`config.mk`:
```
export PLATFORM = sky130hd
export DESIGN_NAME = stopwatch_ctrl
export DESIGN_NICKNAME = d
export VERILOG_FILES = /design/src/rtl/stopwatch_pkg.sv /design/src/rtl/btn_debounce.sv /design/src/rtl/stopwatch_ctrl.sv
export SDC_FILE = /design/constraint.sdc
export NUM_CORES = 1
export LEC_CHECK = 0
export ABC_CLOCK_PERIOD_IN_PS = 5400
export CAP_MARGIN = 25
export CORE_MARGIN = 2
export CORE_UTILIZATION = 45
export CTS_CLUSTER_DIAMETER = 50
export DETAILED_ROUTE_END_ITERATION = 12
export PLACE_DENSITY = 0.57
export REMOVE_ABC_BUFFERS = 1
export SKIP_CTS_REPAIR_TIMING = 1
export SLEW_MARGIN = 30
export SYNTH_ARGS = -nofsm -noshare
export SYNTH_HDL_FRONTEND = slang
export SYNTH_HIERARCHICAL = 1
export SYNTH_SLANG_ARGS = --single-unit
```
`constraint.sdc`:
```
create_clock -name clk -period 5.4 [get_ports clk]
set_input_delay 1.08 -clock clk [delete_from_list [all_inputs] [get_ports clk]]
set_output_delay 1.08 -clock clk [all_outputs]
set_load 0.005 [all_outputs]
```
`src/rtl/stopwatch_pkg.sv`:
```
// stopwatch_pkg
// Shared types and constants for the lab3 stopwatch control block.
//   state_t : top-level control states (RUN, PAUSE, ADJUST)
//   SEL_MIN : adjust-select value that targets the minutes field
//   SEL_SEC : adjust-select value that targets the seconds field
package stopwatch_pkg;

    typedef enum logic [1:0] {
        RUN    = 2'd0,
        PAUSE  = 2'd1,
        ADJUST = 2'd2
    } state_t;

    localparam logic SEL_MIN = 1'b0;
    localparam logic SEL_SEC = 1'b1;

endpackage

```
`src/rtl/btn_debounce.sv`:
```
// btn_debounce
// Two-flop synchronizer followed by a stability counter. The debounced
// level only follows the synchronized input after DEB_CYCLES consecutive
// samples that differ from the current level; any sample that agrees with
// the current level restarts the count, so shorter bounce is ignored.
// Ports:
//   clk     in  system clock
//   rst_n   in  asynchronous active-low reset
//   btn_i   in  raw (asynchronous) button level
//   level_o out debounced button level
module btn_debounce #(
    parameter int DEB_CYCLES = 1_000_000
) (
    input  logic clk,
    input  logic rst_n,
    input  logic btn_i,
    output logic level_o
);

    localparam int CW = (DEB_CYCLES > 1) ? $clog2(DEB_CYCLES) : 1;
    localparam logic [CW-1:0] CNT_TC = CW'(DEB_CYCLES - 1);

    logic          sync1_q, sync2_q;
    logic          level_q, level_d;
    logic [CW-1:0] cnt_q, cnt_d;

    always_comb begin
        level_d = level_q;
        cnt_d   = '0;
        if (sync2_q != level_q) begin
            if (cnt_q == CNT_TC) begin
                level_d = sync2_q;
            end else begin
                cnt_d = cnt_q + CW'(1);
            end
        end
    end

    always_ff @(posedge clk or negedge rst_n) begin
        if (!rst_n) begin
            sync1_q <= 1'b0;
            sync2_q <= 1'b0;
            level_q <= 1'b0;
            cnt_q   <= '0;
        end else begin
            sync1_q <= btn_i;
            sync2_q <= sync1_q;
            level_q <= level_d;
            cnt_q   <= cnt_d;
        end
    end

    assign level_o = level_q;

endmodule

```
`src/rtl/stopwatch_ctrl.sv`:
```
// stopwatch_ctrl
// Run/pause/adjust sequencing for the lab3 stopwatch. Generates one-cycle
// increment strobes for the minutes/seconds datapath (including the
// seconds-to-minutes carry) and the adjust-mode blink phase.
// Optional feature macro: STOPWATCH_BLINK_EN (blink divider and phase logic;
// when undefined blink_min/blink_sec are tied low and BLINK_DIV is ignored).
// Ports:
//   clk       in  system clock
//   reset     in  asynchronous active-low reset
//   sel       in  raw adjust-field select (0 = minutes, 1 = seconds)
//   adj       in  raw adjust-mode switch
//   pause     in  raw pause push-button; each accepted press toggles run/pause
//   sec_max   in  seconds counter currently holds 59
//   sec_inc   out one-cycle strobe: advance seconds
//   min_inc   out one-cycle strobe: advance minutes
//   running   out high in RUN
//   blink_min out blank minutes digits this phase
//   blink_sec out blank seconds digits this phase
module stopwatch_ctrl
    import stopwatch_pkg::*;
#(
    parameter int ONE_HZ_DIV = 100_000_000,
    parameter int ADJ_DIV    = 50_000_000,
    parameter int BLINK_DIV  = 25_000_000,
    parameter int DEB_CYCLES = 1_000_000
) (
    input  logic clk,
    input  logic reset,
    input  logic sel,
    input  logic adj,
    input  logic pause,
    input  logic sec_max,
    output logic sec_inc,
    output logic min_inc,
    output logic running,
    output logic blink_min,
    output logic blink_sec
);

    if (ONE_HZ_DIV < 2 || ADJ_DIV < 2 || BLINK_DIV < 2 || DEB_CYCLES < 1) begin : g_param_check
        $error("stopwatch_ctrl: divider/debounce parameter out of range");
    end

    localparam int HZ_W  = $clog2(ONE_HZ_DIV);
    localparam int ADJ_W = $clog2(ADJ_DIV);
    localparam logic [HZ_W-1:0]  HZ_TC  = HZ_W'(ONE_HZ_DIV - 1);
    localparam logic [ADJ_W-1:0] ADJ_TC = ADJ_W'(ADJ_DIV - 1);

    state_t           state_q, state_d;
    logic             paused_q, paused_d;
    logic [HZ_W-1:0]  hz_div_q, hz_div_d;
    logic [ADJ_W-1:0] adj_div_q, adj_div_d;
    logic             sec_inc_q, sec_inc_d;
    logic             min_inc_q, min_inc_d;
    logic             adj_s1_q, adj_s2_q;
    logic             sel_s1_q, sel_s2_q;
    logic             pause_level;
    logic             pause_level_prev_q;
    logic             press;

    btn_debounce #(
        .DEB_CYCLES(DEB_CYCLES)
    ) u_pause_deb (
        .clk    (clk),
        .rst_n  (reset),
        .btn_i  (pause),
        .level_o(pause_level)
    );

    // A press is the rising edge of the debounced pause level.
    assign press = pause_level & ~pause_level_prev_q;

    always_ff @(posedge clk or negedge reset) begin
        if (!reset) begin
            adj_s1_q           <= 1'b0;
            adj_s2_q           <= 1'b0;
            sel_s1_q           <= 1'b0;
            sel_s2_q           <= 1'b0;
            pause_level_prev_q <= 1'b0;
        end else begin
            adj_s1_q           <= adj;
            adj_s2_q           <= adj_s1_q;
            sel_s1_q           <= sel;
            sel_s2_q           <= sel_s1_q;
            pause_level_prev_q <= pause_level;
        end
    end

    // Strobes are decoded from the current state, so a tick that coincides
    // with a press or an adj change is still issued; the transition lands
    // on the same edge and takes effect from the next cycle.
    always_comb begin
        state_d   = state_q;
        paused_d  = paused_q ^ press;
        hz_div_d  = hz_div_q;
        adj_div_d = '0;
        sec_inc_d = 1'b0;
        min_inc_d = 1'b0;
        unique case (state_q)
            RUN: begin
                hz_div_d  = (hz_div_q == HZ_TC) ? '0 : hz_div_q + HZ_W'(1);
                sec_inc_d = (hz_div_q == HZ_TC);
                min_inc_d = (hz_div_q == HZ_TC) & sec_max;
                if (adj_s2_q) begin
                    state_d = ADJUST;
                end else if (press) begin
                    state_d = PAUSE;
                end
            end
            PAUSE: begin
                if (adj_s2_q) begin
                    state_d = ADJUST;
                end else if (press) begin
                    state_d = RUN;
                end
            end
            ADJUST: begin
                // The 1 Hz divider holds; no carry is generated here.
                adj_div_d = (adj_div_q == ADJ_TC) ? '0 : adj_div_q + ADJ_W'(1);
                sec_inc_d = (adj_div_q == ADJ_TC) & (sel_s2_q == SEL_SEC);
                min_inc_d = (adj_div_q == ADJ_TC) & (sel_s2_q == SEL_MIN);
                if (!adj_s2_q) begin
                    state_d = paused_d ? PAUSE : RUN;
                end
            end
            default: begin
                state_d = RUN;
            end
        endcase
    end

    always_ff @(posedge clk or negedge reset) begin
        if (!reset) begin
            state_q   <= RUN;
            paused_q  <= 1'b0;
            hz_div_q  <= '0;
            adj_div_q <= '0;
            sec_inc_q <= 1'b0;
            min_inc_q <= 1'b0;
        end else begin
            state_q   <= state_d;
            paused_q  <= paused_d;
            hz_div_q  <= hz_div_d;
            adj_div_q <= adj_div_d;
            sec_inc_q <= sec_inc_d;
            min_inc_q <= min_inc_d;
        end
    end

    assign sec_inc = sec_inc_q;
    assign min_inc = min_inc_q;
    assign running = (state_q == RUN);

`ifdef STOPWATCH_BLINK_EN
    localparam int BLK_W = $clog2(BLINK_DIV);
    localparam logic [BLK_W-1:0] BLK_TC = BLK_W'(BLINK_DIV - 1);

    logic [BLK_W-1:0] blink_div_q, blink_div_d;
    logic             phase_q, phase_d;

    // Divider and phase sit at zero outside ADJUST, so every entry starts
    // with the digits visible.
    always_comb begin
        blink_div_d = '0;
        phase_d     = 1'b0;
        if (state_q == ADJUST) begin
            if (blink_div_q == BLK_TC) begin
                blink_div_d = '0;
                phase_d     = ~phase_q;
            end else begin
                blink_div_d = blink_div_q + BLK_W'(1);
                phase_d     = phase_q;
            end
        end
    end

    always_ff @(posedge clk or negedge reset) begin
        if (!reset) begin
            blink_div_q <= '0;
            phase_q     <= 1'b0;
        end else begin
            blink_div_q <= blink_div_d;
            phase_q     <= phase_d;
        end
    end

    assign blink_min = (state_q == ADJUST) & (sel_s2_q == SEL_MIN) & phase_q;
    assign blink_sec = (state_q == ADJUST) & (sel_s2_q == SEL_SEC) & phase_q;
`else
    assign blink_min = 1'b0;
    assign blink_sec = 1'b0;
`endif

endmodule

```
==> impl_metrics.toml <==
[status]
status = "finished, final reports clean"

[timing]
period_needed_ns = 2.97
tns_ns = 0
fin_ws_ns = 2.43
finalSetupViolations = 0
rsz0062_at_grt = "no"
fin_worst_skew_ns = 0.0125
maxSlewHeadroom_pct = 42.2
timing.fmax_ghz = 0.337
tightest_slew_ns = 0.867
hold_viol = 0
slew_viol_final = 0
post-route-period-util_pct = 54.9

[layout]
area_delta_synth_final_pct = 8.65
finalNetCount = 449
drive_above_1_share_pct = 8.31
nFillCells = 855
insertedDiodeCount = 0

[placed_design]
pre_cts_slack_ns = 2.81
dp_hpwl_mm = 5.75
globalplace.congestion = 0.813
port_buffers = 8

[clock_tree]
numCtsBuffers = 9
cts-root-buf = "clkbuf_8"
cts_sinks = 86
cts_tree = "yes"
clockBufferDepth = 2
h-tree-depth = 3
clk_latency_ns = 0.35
clkTransAtPathRegs_ns = 0.09

[die]
fp.dieH_microns = 102
core_area_sq_um = 9240
dieArea_sq_um = 10300
rows = 35
design.portCount = 11
initial_core_util_pct = 46.3
dieWidth_microns = 102

[yosys]
ys_ff_latch = 86
syn_avg_cell_area_sq_um = 9.86
synth.top_cells.by_count = "dfrtp_1 (86), nor2_1 (49), nand3_1 (29), nand2_1 (28), xnor2_1 (27)"
yosys-top-cells-area = "dfrtp_1 (50%), xnor2_1 (5.5%), nor2_1 (4.3%)"
yosysMostFrequentCell = "dfrtp_1"
synthFlopType = "dfrtp_1"
yosysSeqAreaShare_pct = 50.3
yosysWarnings = 6
synthArstFlopShare_pct = 100
syn_area_sq_um = 4280
synth_cells = 434
synth_top_area_cell = "dfrtp_1"
synth_cell_type_count = 53
synth_edf_count = 0
synth_top_cell_area_share_pct = 50.3

[drt]
vias = 3198
first_pass_iters = 4
viasPerCell = 5.57
ant_nets = 0
drc = 0
drt_iter0_drc = 115
drt_wl_total_mm = 8.50
wire_per_inst_microns = 14.8

[worst_setup_path]
r2r_cells = 5
cp-startpoint = "state_q[1]"
cp.required_ns = 4.32
crit_type = "reg2out"
crit_arrival_ns = 1.89
crit_fanout = 10
reg2reg_slack_ns = 3.11
startpoint_type = "flip-flop"
endpoint_kind = "primary output"
r2r_start = "hz_div_q[0]"

[pwr]
irDropWorstVdd_v = 0.000107
powerDensity_nw_per_um2 = 269
p_sw_mw = 0.331
cell_internal_pwr_mw = 0.919
cellLeakagePower_nw = 1.86
power.clock.fraction_pct = 36.7
combPwrFrac_pct = 6.8
power_switching_share_pct = 26.5
power_frac_seq_pct = 56.5
power_mw = 1.25

[global_routing]
grt.overflow.total = 0
grt_usage_pct = 18.0
antenna_found_initial = 0
grt_max_degree = 65
grt_pass1_vias = 3073
grt_pass1_wl_mm = 14.8

[min_path]
holdCritPathClass = "reg2reg"
whs_path_depth = 0
hp-start = "adj_s1_q"

[run]
maxCapViolCount = 0
## path summary, 6_finish.rpt
| check | endpoint |
|---|---|
| min in group asynchronous | hz_div_q[3] |
| max | running |
| max reg2reg | hz_div_q[5] |
| min | adj_s2_q |
| min reg2reg | adj_s2_q |
| max in group asynchronous | adj_div_q[3] |
## power groups by stage
| stage | clock (mW) | combinational (mW) | sequential, mW |
|---|---|---|---|
| after detailed placement | 0 | 0.0871 | 0.719 |
| after global routing | 0.507 | 0.0980 | 0.712 |
| final | 0.459 | 0.0853 | 0.706 |
| after CTS | 0.477 | 0.0875 | 0.706 |
| after floorplan | 0 | 0.0551 | 0.709 |
| after global placement | 0 | 0.0866 | 0.719 |
## through the flow
step	util (%)	area, sq um	hold WS (ns)	cells
2_1_floorplan	-	4210	0.331	420
5_1_grt	50.3	4650	0.365	574
4_1_cts	50.3	4650	0.358	574
3_3_place_gp	48.2	4450	0.333	558
3_5_place_dp	48.2	4450	0.335	558
6_report	50.3	4650	0.355	574
## layer usage
metal	up-vias	global-route usage, %	wire, microns	part of all wire, %
met5	-	0	0	0
met4	0	7.90	141	1.7
met3	12	2.90	233	2.7
met2	43	27.3	3880	46
met1	1549	25.5	4250	50
li1	1594	-	-	-
## critical path, cell delays in order (launching register included)
cell,delay (ns)
dfrtp_1,0.47
or2_2,0.41
inv_1,0.15
clkdlybuf4s50_1,0.52
## registers in the layout (all words and copies together), names as in the netlist, 2 cells and up
name and count:
adj_div_q 26, hz_div_q 27, state_q 2, u_pause_deb/cnt_q 20
## logic make-up (layout without fill, tap and decap cells)
family / count (synthesis) / count (layout) / share of synthesized area, %
muxes: 2 / 2 / 0.497
other: 1 / 2 / 0.0876
AOI/OAI and AO/OA: 59 / 59 / 8.60
buffers and inverters: 28 / 38 / 2.95
DFF: 86 / 86 / 50.3
xor gates and xnor gates: 43 / 43 / 8.80
adders and majority gates: 3 / 3 / 0.877
and+or+nand+nor: 212 / 212 / 27.9
## layout make-up
cell class	instances	area (sq um)	share of cell area, %
clock buffers	9	124	2.66
clock inverters	7	73.8	1.59
inverters	13	48.8	1.05
multi-input cells	321	2000	43.1
flip-flops and latches	86	2150	46.3
well taps	129	161	3.47
repair buffers	9	85.1	1.83
## layout by cell type, fill, tap and decap left out, types with 2 or more instances in the layout
| master | Yosys | routed |
|---|---|---|
| a21oi_1 | 24 | 24 |
| a41o_1 | 2 | 2 |
| and2_1 | 2 | 2 |
| and3_1 | 5 | 5 |
| and4_1 | 8 | 8 |
| buf_4 | 3 | 2 |
| clkbuf_8 | 0 | 9 |
| clkdlybuf4s50_1 | 0 | 7 |
| clkinv_2 | 0 | 2 |
| clkinv_4 | 0 | 2 |
| conb_1 | 1 | 2 |
| dfrtp_1 | 86 | 86 |
| ha_1 | 3 | 3 |
| inv_1 | 13 | 13 |
| nand2_1 | 28 | 28 |
| nand3_1 | 29 | 29 |
| nand4_1 | 23 | 23 |
| nor2_1 | 49 | 49 |
| nor3_1 | 12 | 12 |
| nor3b_1 | 2 | 2 |
| nor4_1 | 8 | 8 |
| o21ai_0 | 15 | 15 |
| o31ai_1 | 11 | 11 |
| or2_2 | 3 | 3 |
| or3_1 | 13 | 13 |
| or3_2 | 3 | 3 |
| or4_1 | 11 | 11 |
| or4b_2 | 2 | 2 |
| xnor2_1 | 27 | 27 |
| xor2_1 | 16 | 16 |
Note: power is estimated with default switching activity, not from simulation.
